$ cat config.mk
export PLATFORM = sky130hd
export DESIGN_NAME = seq_detect_prog
export DESIGN_NICKNAME = d
export VERILOG_FILES = /design/src/rtl/seq_detect_prog.sv
export SDC_FILE = /design/constraint.sdc
export NUM_CORES = 1
export LEC_CHECK = 0
export CORE_AREA = 2 2 138 140
export DETAILED_ROUTE_END_ITERATION = 8
export DIE_AREA = 0 0 140 142
export DONT_BUFFER_PORTS = 1
export PLACE_DENSITY = 0.73
export SYNTH_ARGS = -nofsm -noshare
export SYNTH_HDL_FRONTEND = slang
export SYNTH_SLANG_ARGS = --single-unit
$ cat constraint.sdc
create_clock -name sys_clk -period 8.91 [get_ports sys_clk]
set_input_delay 1.782 -clock sys_clk [delete_from_list [all_inputs] [get_ports sys_clk]]
set_output_delay 1.782 -clock sys_clk [all_outputs]
set_load 0.01 [all_outputs]
$ cat src/rtl/seq_detect_prog.sv
// seq_detect_prog: programmable byte-pattern detector with overlap and saturating count; define SEQ_DETECT_CASE_FOLD_EN to fold A-Z to a-z in compares
module seq_detect_prog #(
  parameter int MAX_LEN = 8,
  parameter int CNT_W = 16,
  parameter int LEN_W = $clog2(MAX_LEN + 1)
) (
  input  logic             sys_clk,
  input  logic             reset_n,
  input  logic             cfg_load,
  input  logic [7:0]       cfg_byte,
  input  logic             cfg_byte_valid,
  input  logic             cfg_done,
  input  logic [7:0]       data_in,
  input  logic             data_in_valid,
  output logic             check_ok,
  output logic [CNT_W-1:0] match_cnt,
  output logic [LEN_W-1:0] pat_len,
  output logic             busy,
  output logic             cfg_ovf
);
  localparam int IDX_W = $clog2(MAX_LEN);
  localparam logic [LEN_W-1:0] FULL = LEN_W'(MAX_LEN);
  typedef enum logic [1:0] {UNCFG, LOAD, ARMED} state_t;
  state_t state;
  logic [7:0] pat [MAX_LEN];
  logic [7:0] hist [MAX_LEN];
  logic [7:0] nh [MAX_LEN];
  logic [IDX_W-1:0] idx [MAX_LEN];
  logic [LEN_W-1:0] hist_cnt;
  logic match;
  function automatic logic [7:0] fold(input logic [7:0] b);
`ifdef SEQ_DETECT_CASE_FOLD_EN
    return (b >= 8'h41 && b <= 8'h5a) ? (b | 8'h20) : b;
`else
    return b;
`endif
  endfunction
  // compare the history as it looks after taking data_in; nh[0] is newest and pairs with the last pattern byte
  always_comb begin
    nh[0] = data_in;
    for (int j = 1; j < MAX_LEN; j++) nh[j] = hist[j-1];
    match = (pat_len != '0) && (hist_cnt >= pat_len - LEN_W'(1));
    for (int j = 0; j < MAX_LEN; j++) begin
      idx[j] = IDX_W'(pat_len - LEN_W'(j + 1));
      match = match && ((LEN_W'(j) >= pat_len) || (fold(nh[j]) == fold(pat[idx[j]])));
    end
  end
  // control FSM, pattern store, history shift and registered outputs
  always_ff @(posedge sys_clk or negedge reset_n) begin
    if (!reset_n) begin
      state <= ARMED;
      pat_len <= LEN_W'(5);
      hist_cnt <= '0;
      check_ok <= 1'b0;
      match_cnt <= '0;
      busy <= 1'b0;
      cfg_ovf <= 1'b0;
      pat[0] <= 8'h68;
      pat[1] <= 8'h65;
      pat[2] <= 8'h6c;
      pat[3] <= 8'h6c;
      pat[4] <= 8'h6f;
      for (int i = 5; i < MAX_LEN; i++) pat[i] <= 8'h00;
      for (int i = 0; i < MAX_LEN; i++) hist[i] <= 8'h00;
    end else begin
      check_ok <= 1'b0;
      if (cfg_load) begin
        state <= LOAD;
        busy <= 1'b1;
        pat_len <= '0;
        cfg_ovf <= 1'b0;
        match_cnt <= '0;
        hist_cnt <= '0;
        for (int i = 0; i < MAX_LEN; i++) hist[i] <= 8'h00;
      end else begin
        case (state)
          LOAD: begin
            if (cfg_byte_valid && pat_len == FULL) cfg_ovf <= 1'b1;
            if (cfg_byte_valid && pat_len != FULL) begin
              pat[pat_len[IDX_W-1:0]] <= cfg_byte;
              pat_len <= pat_len + LEN_W'(1);
            end
            if (cfg_done) begin
              state <= (pat_len != '0 || cfg_byte_valid) ? ARMED : UNCFG;
              busy <= 1'b0;
            end
          end
          ARMED: if (data_in_valid) begin
            hist[0] <= data_in;
            for (int i = 1; i < MAX_LEN; i++) hist[i] <= hist[i-1];
            hist_cnt <= (hist_cnt == FULL) ? hist_cnt : hist_cnt + LEN_W'(1);
            check_ok <= match;
            if (match && match_cnt != '1) match_cnt <= match_cnt + CNT_W'(1);
          end
          default: ;
        endcase
      end
    end
  end
endmodule

==> reports/metrics.cfg, run 1 <==
[timing]
clock_skew_ns = 0.0132
hold_viol = 0
relSlewSlack_pct = 33.9
period_share_pct = 67.4
worstMarginPinSlew_ns = 0.990
min_period_ns = 6.00
fin_setup_tns_ns = 0
setup_viol = 0
rsz0062_at_grt = no
drv_slew = 0
timing.fmax_mhz = 167

[logic_synthesis]
synth_edf_count = 0
synthFlopType = dfrtp_1
avgSynthCellArea_um2 = 11.3
synth.distinct_cells = 45
netlist_area_um2 = 9900
synth_top_area_share_pct = 31.3
ys_ff_latch = 148
synth_cells = 874
yosys_warnings = 0
synth_fp_nets = 911
yosysTopAreaCell = dfrtp_1
yosys.cell_count.top_type = nand2_1
synthTopCellsByArea = dfrtp_1 31%, mux4_2 17%, mux2_2 7.5%
synth_async_sr_flop_share_pct = 100
ys_seq_area_share_pct = 37.7
synth_commonest_cells = 131 x nand2_1, 124 x dfrtp_1, 75 x a21oi_1

[detailed_routing]
routedWlPerCell_um = 23.2
wl_um = 25300
via_count = 7120
drt-pass1-iter-count = 8
viasPerCell = 6.54
drtAntennaViolNets = 0
drc = 4
first_iter_violations = 1112

[setup_path]
path_class = flip-flop to flip-flop
crit_path_top_delay_cell = ha_2
path_cells = inv_2 > ha_2 > mux4_2 > xnor2_1 > nand4_1 > o211ai_1 > nand2_1 > or4_1 > or4_4 > or4_1 > a21oi_1
crit_required_ns = 9.27
path_max_fanout = 51
end_kind = flip-flop
cp_common_cell = or4_1
cp.arrival_ns = 6.36
max_stage_delay_ns = 1.18
setup.worst_path.start_class = flip-flop

[placed_design]
io_buffers = 0
hpwlAfterDp_um = 17500
globalplace.congestion = 0.965

[clock_tree]
cts_resized = 0
clock-sinks = 148
cts_buffers = 17
cts_tree = done
cts_root_buffer = clkbuf_16
cts_setup_buffers = 0
cts_max_path_buffers = 2
worstSkewPairLatency_ns = 0.43
cts_hold_buf = 0
h-tree-depth = 4
clkTransAtPathRegs_ns = 0.07

[pwr]
intPower_w = 0.00143
power_frac_clock_pct = 36.5
swShare_pct = 30.0
pwr-share-comb_pct = 22.6
powerDensity_nw_per_um2 = 193
seq_power_share_pct = 40.9
fin_total_pwr_w = 0.00204
p_switching_w = 0.000613
vdd_drop_max_mv = 0.144
p_leak_nw = 4.01

[floorplanning]
fp.dieArea_um2 = 19900
core-area_um2 = 18500
num_rows = 50
io_pins = 45
die_w_um = 140
initial_core_util_pct = 53.7
dieHeight_um = 142

[grt]
overflow = 0
antenna_found_initial = 0
grt_max_degree = 149
first_global_vias = 6858
grt_pass1_wl_um = 40400
grtUsageTotal_pct = 26.6

[cells_and_area]
area_growth_pct = 7.00
drive_gt1_share_pct = 23.9
nNetsFinal = 879
diodes = 0
fillerInstances = 1464

[run_status]
violations = DRC
status = finished with violations

[flow_run]
cap_violations = 0

[hold_path]
hold_class = flip-flop to flip-flop

worst max-delay path, delay by kind of cell (launching register included):
kind / cells / cell delay, ns
buf+inv: 1 / 0.60
xor+xnor: 1 / 0.19
compound gates: 2 / 0.34
flops: 1 / 1.12
fa+ha+maj: 1 / 1.18
simple gates: 5 / 1.99
mux: 1 / 0.45
kinds of logic after synthesis:
logic type	Yosys count	share of synthesized area, %
DFF	148	37.7
muxes	212	32.0
adders and majority gates	15	1.90
buffers and inverters	65	2.91
and+or+nand+nor	227	10.6
xor gates and xnor gates	99	8.95
AOI/OAI and AO/OA	108	5.96
metal layers:
layer	up-vias	wire [um]	track usage, %
met2	350	11600	39.3
met4	0	777	9.84
li1	3149	-	-
met1	3567	10700	38.3
met5	-	0	0
met3	54	2290	6.76
registers in the layout, summed over array words and instances (netlist names):
| name | count |
|---|---|
| hist | 56 |
| state | 2 |
| cfg_ovf | 1 |
| check_ok | 1 |
| pat | 64 |
| pat_len | 4 |
| hist_cnt | 4 |
| match_cnt | 16 |
cell type report:
cell class | count | area (um2) | share of cell area, %
Clock buffer | 18 | 429 | 4.05
Sequential cell | 148 | 3740 | 35.3
Multi-Input combinational cell | 661 | 5880 | 55.5
Tap cell | 234 | 293 | 2.76
Clock inverter | 14 | 180 | 1.70
Timing Repair Buffer | 4 | 30.0 | 0.283
Inverter | 10 | 37.5 | 0.354
cells in the final DEF (no fill, tap or decap), types with 3 or more instances in the layout:
cell       count
a21oi_1       75
and3_1         4
buf_4          4
bufinv_16      3
clkbuf_16     17
clkinv_4       6
dfrtp_1      123
dfstp_2       23
ha_1          14
inv_1          9
mux2_2        66
mux2i_1       70
mux4_1         3
mux4_2        73
nand2_1      131
nand2b_1       5
nand3_1       10
nand4_1       25
nor2_1        19
nor3_1         3
nor4_1         3
o2111ai_1      3
o21ai_0       15
o31ai_1        3
or3_1         12
or4_1          3
xnor2_1       55
xor2_1        43
power groups by stage:
stage	Combinational, W	Sequential, W	Clock (W)
2_1_floorplan	0.000396	0.000788	0
3_3_place_gp	0.000444	0.000835	0
3_5_place_dp	0.000453	0.000841	0
4_1_cts	0.000456	0.000831	0.000755
5_1_grt	0.000490	0.000844	0.000785
6_report	0.000462	0.000836	0.000746
metrics by stage:
step                      area [um2]  std cells  utilization (%)  hold WS, ns  setup slack [ns]
after floorplan                 9900        874                -        0.516              3.92
after global placement          9990       1057             54.1        0.518              2.97
after detailed placement        9990       1057             54.1        0.525              2.87
after CTS                      10600       1089             57.4        0.534              2.84
after global routing           10600       1089             57.4        0.549              2.44
final                          10600       1089             57.4        0.533              2.91
worst paths after layout:
| check | to | slack, ns | cells after the start | start |
|---|---|---|---|---|
| setup / recovery | match_cnt[7]$_DFFE_PN0P_ | 2.91 | 11 | pat_len[0]$_DFFE_PN1P_ |
| hold / removal | hist[10]$_DFFE_PN0P_ | 0.53 | 2 | hist[10]$_DFFE_PN0P_ |
| setup reg to reg | match_cnt[7]$_DFFE_PN0P_ | 2.91 | 11 | pat_len[0]$_DFFE_PN1P_ |
| hold reg to reg | hist[10]$_DFFE_PN0P_ | 0.53 | 2 | hist[10]$_DFFE_PN0P_ |
| max in group asynchronous | pat[30]$_DFFE_PN1P_ | 7.53 | 0 | reset_n |
| min in group asynchronous | match_cnt[5]$_DFFE_PN0P_ | 1.04 | 0 | reset_n |
No activity file was read; power rests on OpenSTA's default activity.
==> run 2, diff against run 1 <==
Settings changed: PLACE_DENSITY 0.73 to 0.76.
Clock period 8.91 ns to 5.1 ns, I/O delays scaled along.
==> run 2 against run 1 <==
The flow still finishes with violations (DRC); core utilization up 0.54 points; worst setup slack worse by 2.5 ns; die area unchanged; total power up 78%; combinational power up 85%; clock skew down 0.0035 ns; sequential share of layout area down 0.33 points; non-clock buffer count up 9; hold slack worse by 0.25 ns; clock power up 84%; routed wire length down 1.2%.
==> reports/metrics.cfg, run 2 (synthesis results as in run 1) <==
[run_status]
status = finished with violations  ; unchanged
violations = DRC  ; unchanged

[cells_and_area]
drive_gt1_share_pct = 24.7  ; was 23.9%
final_core_utilization_pct = 57.9  ; was 57.4%
layout.cells.non_filler = 1098  ; was 1089
diodes = 0  ; unchanged
fillerInstances = 1464  ; unchanged
multiInputGateArea_um2 = 5880  ; unchanged
largest_reg_flops = 64  ; unchanged
nNetsFinal = 888  ; was 879
regMostFlops = pat  ; unchanged
area_growth_pct = 8.00  ; was 7.00%
layout_commonest_cell = nand2_1  ; unchanged
final_cell_mix = 131 x nand2_1, 123 x dfrtp_1, 75 x a21oi_1  ; unchanged
register_area_um2 = 3740  ; unchanged
top_regs = pat (64), hist (56), match_cnt (16)  ; unchanged

[grt]
grt_max_degree = 149  ; unchanged
grt_pass1_wl_um = 40100  ; was 40400 um
grtUsageTotal_pct = 26.2  ; was 26.6%
antenna_found_initial = 0  ; unchanged
first_global_vias = 7159  ; was 6858
overflow = 0  ; unchanged

[detailed_routing]
drc = 3  ; was 4
via_count = 7170  ; was 7120
drtAntennaViolNets = 0  ; unchanged
viasPerCell = 6.53  ; was 6.54
routedWlPerCell_um = 22.8  ; was 23.2 um
wl_um = 25000  ; was 25300 um
drt-pass1-iter-count = 7  ; was 8
first_iter_violations = 855  ; was 1112

[timing]
worstMarginPinSlew_ns = 0.860  ; was 0.990 ns
min_period_ns = 4.70  ; was 6.00 ns
rsz0062_at_grt = no  ; unchanged
timing.fmax_mhz = 213  ; was 167 MHz
fin_setup_tns_ns = 0  ; unchanged
clock_skew_ns = 0.00971  ; was 0.0132 ns
hold_viol = 0  ; unchanged
drv_slew = 0  ; unchanged
period_share_pct = 92.2  ; was 67.4%
setup_viol = 0  ; unchanged
relSlewSlack_pct = 42.7  ; was 33.9%

[placed_design]
globalplace.congestion = 0.927  ; was 0.965
dp_cells = 1066  ; was 1057
hpwlAfterDp_um = 17600  ; was 17500 um
io_buffers = 0  ; unchanged

[setup_path]
cp_common_cell = buf_4  ; was or4_1
path_max_fanout = 41  ; was 51
crit_required_ns = 5.46  ; was 9.27 ns
path_cells = buf_4 > buf_4 > mux2i_1 > mux4_2 > xor2_1 > nand4_1 > o41ai_1 > o21ai_0 > or4_4 > or4_1 > a21oi_1  ; was inv_2 > ha_2 > mux4_2 > xnor2_1 > nand4_1 > o211ai_1 > nand2_1 > or4_1 > or4_4 > or4_1 > a21oi_1
end_kind = flip-flop  ; unchanged
crit_family = simple AND/OR/NAND/NOR gates  ; unchanged
max_stage_delay_ns = 0.70  ; was 1.18 ns
r2r_slack_ns = 0.40  ; was 2.91 ns
path_buf_inv = 2  ; was 1
setup.worst_path.start_class = flip-flop  ; unchanged
path_class = flip-flop to flip-flop  ; unchanged
crit_path_top_delay_cell = or4_4  ; was ha_2
cp.arrival_ns = 5.07  ; was 6.36 ns

[clock_tree]
worstSkewPairLatency_ns = 0.43  ; about the same
cts_tree = done  ; unchanged
h-tree-depth = 4  ; unchanged
cts_hold_buf = 0  ; unchanged
clkTransAtPathRegs_ns = 0.07  ; about the same
clock-sinks = 148  ; unchanged
cts_max_path_buffers = 2  ; unchanged
cts_setup_buffers = 0  ; unchanged
cts_buffers = 17  ; unchanged
cts_root_buffer = clkbuf_16  ; unchanged
cts_resized = 0  ; unchanged

[floorplanning]
dieHeight_um = 142  ; unchanged
initial_core_util_pct = 53.7  ; unchanged
die_w_um = 140  ; unchanged
num_rows = 50  ; unchanged
core-area_um2 = 18500  ; unchanged
fp.dieArea_um2 = 19900  ; unchanged
io_pins = 45  ; unchanged

[pwr]
p_leak_nw = 4.07  ; was 4.01 nW
power_frac_clock_pct = 37.6  ; was 36.5%
swShare_pct = 29.4  ; was 30.0%
powerDensity_nw_per_um2 = 341  ; was 193 nW/um2
vdd_drop_max_mv = 0.289  ; was 0.144 mV
p_switching_w = 0.00107  ; was 0.000613 W
seq_power_share_pct = 38.9  ; was 40.9%
intPower_w = 0.00257  ; was 0.00143 W
fin_total_pwr_w = 0.00364  ; was 0.00204 W
pwr-share-comb_pct = 23.4  ; was 22.6%

[flow_run]
cap_violations = 0  ; unchanged

[hold_path]
hold_class = input port to async pin  ; was flip-flop to flip-flop

==> run 2: cell count changes in the layout (fill, tap and decap cells not counted), sizes merged <==
cell,before,now
buf,4,13
clkinv,7,3
bufinv,3,4
clkbuf,18,19
clkinvlp,2,3
inv,12,13
==> run 2: per-stage QoR <==
step	setup WS [ns]	area [um2]	hold WS (ns)
detailed placement	0.491	10100	0.529
global placement	0.556	10100	0.519
finish	0.397	10700	0.282
global route	0.252	10700	0.266
CTS	0.489	10700	0.275
floorplan	0.113	9900	0.516
==> run 2: per-layer routing <==
layer | track usage, % | up-vias | routed length, um
met2 | 40.3 | 310 | 11700
met3 | 6.06 | 57 | 1850
met5 | 0 | - | 0
met1 | 36.8 | 3635 | 10600
li1 | - | 3168 | -
met4 | 9.68 | 0 | 808
==> run 2: worst paths after layout <==
check,startpoint,end,cells after the start
min in group sys_clk,hist[63]$_DFFE_PN0P_,hist[55]$_DFFE_PN0P_,2
worst max-delay path,pat_len[1]$_DFFE_PN0P_,match_cnt[7]$_DFFE_PN0P_,11
worst min register to register,hist[63]$_DFFE_PN0P_,hist[55]$_DFFE_PN0P_,2
max in group asynchronous,reset_n,state[1]$_DFFE_PN1P_,0
worst min-delay path,reset_n,pat[41]$_DFFE_PN0P_,0
worst max register to register,pat_len[1]$_DFFE_PN0P_,match_cnt[7]$_DFFE_PN0P_,11
==> run 2: cell type report <==
type,count,share of cell area [%]
Clock buffer,19,4.14
Clock inverter,13,1.85
Inverter,10,0.351
Multi-Input combinational cell,661,55.0
Sequential cell,148,35.0
Tap cell,234,2.74
Timing Repair Buffer,13,0.913
==> run 2: power by group through the flow <==
stage          Combinational, W  Sequential (W)  Clock, W
3_5_place_dp           0.000840         0.00143         0
5_1_grt                0.000902         0.00143   0.00144
2_1_floorplan          0.000691         0.00138         0
3_3_place_gp           0.000821         0.00142         0
4_1_cts                0.000846         0.00141   0.00138
6_report               0.000854         0.00142   0.00137
==> run 3, diff against run 2 <==
Settings changed: DONT_BUFFER_PORTS 1 to default, PLACE_DENSITY 0.76 to 0.79, REMOVE_ABC_BUFFERS from default to 1.
==> run 3 against run 2 <==
The flow still finishes with violations (DRC); via count increased by 6.6%; sequential power about the same; global-route usage increased by 2.3 points; maximum frequency decreased by 1.3%; sequential cell count unchanged; sequential share of layout area decreased by 1.5 points; non-clock buffer count increased by 46; core utilization increased by 2.5 points; final area increased by 4.4%; clock-buffer cell count decreased by 1; critical path type unchanged.
==> reports/metrics.cfg, run 3 (synthesis results as in run 1) <==
[run_status]
status = finished with violations  ; unchanged
violations = DRC  ; unchanged

[clock_tree]
cts_max_path_buffers = 2  ; unchanged
h-tree-depth = 4  ; unchanged
cts_hold_buf = 0  ; unchanged
cts_setup_buffers = 0  ; unchanged
clkTransAtPathRegs_ns = 0.07  ; about the same
clock-sinks = 148  ; unchanged
worstSkewPairLatency_ns = 0.44  ; was 0.43 ns
cts_resized = 0  ; unchanged
cts_buffers = 17  ; unchanged
cts_root_buffer = clkbuf_16  ; unchanged
cts_tree = done  ; unchanged

[floorplanning]
initial_core_util_pct = 53.7  ; unchanged
core-area_um2 = 18500  ; unchanged
die_w_um = 140  ; unchanged
io_pins = 45  ; unchanged
dieHeight_um = 142  ; unchanged
fp.dieArea_um2 = 19900  ; unchanged
num_rows = 50  ; unchanged

[hold_path]
holdPathEnd = cfg_ovf$_DFFE_PN0P_
worstHoldPathCells = 2
hold_class = flip-flop to flip-flop  ; was input port to async pin
hold_path_startpoint = cfg_ovf$_DFFE_PN0P_

[setup_path]
crit_start = pat_len[0]$_DFFE_PN1P_  ; was pat_len[1]$_DFFE_PN0P_
end_kind = flip-flop  ; unchanged
path_cells = buf_4 > mux4_2 > xor2_1 > o31ai_1 > o2111ai_1 > or4_1 > or4_4 > or4_1 > a21oi_1  ; was buf_4 > buf_4 > mux2i_1 > mux4_2 > xor2_1 > nand4_1 > o41ai_1 > o21ai_0 > or4_4 > or4_1 > a21oi_1
max_stage_delay_ns = 0.68  ; was 0.70 ns
cp_common_cell = or4_1  ; was buf_4
cp.arrival_ns = 5.13  ; was 5.07 ns
r2r_start = pat_len[0]$_DFFE_PN1P_  ; was pat_len[1]$_DFFE_PN0P_
rr_endpoint = match_cnt[7]$_DFFE_PN0P_  ; unchanged
path_class = flip-flop to flip-flop  ; unchanged
crit_path_top_delay_cell = buf_4  ; was or4_4
r2r_slack_ns = 0.33  ; was 0.40 ns
crit_required_ns = 5.46  ; about the same
path_max_fanout = 50  ; was 41
setup.worst_path.start_class = flip-flop  ; unchanged
reg2regPathDepth = 9  ; was 11

[timing]
setup_viol = 0  ; unchanged
drv_slew = 0  ; unchanged
hold_viol = 0  ; unchanged
min_period_ns = 4.77  ; was 4.70 ns
worstMarginPinSlew_ns = 1.31  ; was 0.860 ns
timing.fmax_mhz = 210  ; was 213 MHz
relSlewSlack_pct = 12.3  ; was 42.7%
period_share_pct = 93.5  ; was 92.2%
clock_skew_ns = 0.0120  ; was 0.00971 ns
rsz0062_at_grt = no  ; unchanged

[pwr]
p_leak_nw = 4.25  ; was 4.07 nW
powerDensity_nw_per_um2 = 332  ; was 341 nW/um2
vdd_drop_max_mv = 0.261  ; was 0.289 mV
fin_total_pwr_w = 0.00371  ; was 0.00364 W

[detailed_routing]
routedWlPerCell_um = 23.7  ; was 22.8 um
viasPerCell = 6.68  ; was 6.53
first_iter_violations = 806  ; was 855
drc = 6  ; was 3
drt-pass1-iter-count = 9  ; was 7
wl_um = 27100  ; was 25000 um
drtAntennaViolNets = 0  ; unchanged
via_count = 7646  ; was 7170

[grt]
grt_max_degree = 68  ; was 149
first_global_vias = 7565  ; was 7159
grtUsageTotal_pct = 28.5  ; was 26.2%
overflow = 0  ; unchanged
antenna_found_initial = 0  ; unchanged
grt_pass1_wl_um = 43200  ; was 40100 um

[cells_and_area]
area_growth_pct = 12.7  ; was 8.00%
final_cell_mix = 131 x nand2_1, 123 x dfrtp_1, 75 x a21oi_1  ; unchanged
nNetsFinal = 934  ; was 888
diodes = 0  ; unchanged
layout_commonest_cell = nand2_1  ; unchanged
final_core_utilization_pct = 60.5  ; was 57.9%
final_area_um2 = 11200  ; was 10700 um2
fillerInstances = 1453  ; was 1464
top_regs = pat (64), hist (56), match_cnt (16)  ; unchanged
drive_gt1_share_pct = 24.1  ; was 24.7%
regMostFlops = pat  ; unchanged
largest_reg_flops = 64  ; unchanged

[flow_run]
cap_violations = 0  ; unchanged

[placed_design]
io_buffers = 44  ; was 0
hpwlAfterDp_um = 18500  ; was 17600 um
place_area_um2 = 10500  ; was 10100 um2
globalplace.congestion = 0.968  ; was 0.927

## run 3: cell types whose count changed in the layout (fill, tap and decap cells not counted)
| cell | before | now |
|---|---|---|
| inv_6 | 2 | 1 |
| buf_4 | 13 | 14 |
| buf_2 | 0 | 1 |
| nor3b_2 | 0 | 1 |
| clkinvlp_4 | 3 | 4 |
| buf_6 | 0 | 1 |
| clkinv_2 | 0 | 1 |
| clkdlybuf4s50_1 | 0 | 42 |
| buf_12 | 0 | 1 |
| clkbuf_1 | 1 | 0 |
| nor3b_1 | 2 | 1 |
## run 3: power breakdown
group,switching [W],internal [W]
clock network,0.000536,0.000837
registers,0.000136,0.00128
logic,0.000453,0.000466
total,0.00112,0.00259
## run 3: through the flow
stage | std cells | setup slack (ns) | hold slack (ns) | TNS (ns)
after global placement | 1112 | 0.474 | 0.509 | 0
after detailed placement | 1112 | 0.369 | 0.519 | 0
after global routing | 1144 | 0.128 | 0.574 | 0
after floorplan | 819 | -1.66 | 0.510 | -24.64
final | 1144 | 0.334 | 0.524 | 0
after CTS | 1144 | 0.359 | 0.536 | 0
## run 3: worst max-delay path, delay by kind of cell, from the launching register on
kind / cells / cell delay [ns]
mux: 1 / 0.63
xor+xnor: 1 / 0.17
buf+inv: 1 / 0.68
compound gates: 3 / 0.88
flops: 1 / 0.61
simple gates: 3 / 1.67
## run 3: cell type report
| type | instances | area, um2 | share of cell area [%] |
|---|---|---|---|
| Clock buffer | 18 | 439 | 3.93 |
| Sequential cell | 148 | 3740 | 33.5 |
| Inverter | 10 | 37.5 | 0.336 |
| Timing Repair Buffer | 59 | 562 | 5.03 |
| Multi-Input combinational cell | 661 | 5890 | 52.8 |
| Tap cell | 234 | 293 | 2.62 |
| Clock inverter | 14 | 201 | 1.80 |
## run 3: worst max path at each step
stage / slack, ns / endpoint
floorplan: -1.66 / match_cnt[7]$_DFFE_PN0P_
global placement: 0.47 / match_cnt[7]$_DFFE_PN0P_
detailed placement: 0.37 / match_cnt[7]$_DFFE_PN0P_
CTS: 0.36 / match_cnt[7]$_DFFE_PN0P_
global route: 0.13 / match_cnt[7]$_DFFE_PN0P_
finish: 0.33 / match_cnt[7]$_DFFE_PN0P_
## run 3: per-layer routing
metal | share of wire, % | vias to the layer above | track usage (%) | wire [um]
met5 | 0 | - | 0 | 0
met4 | 4.1 | 0 | 12.4 | 1110
met3 | 9.4 | 77 | 6.36 | 2540
met2 | 48 | 464 | 46.1 | 12900
met1 | 39 | 3846 | 37.4 | 10500
li1 | - | 3259 | - | -
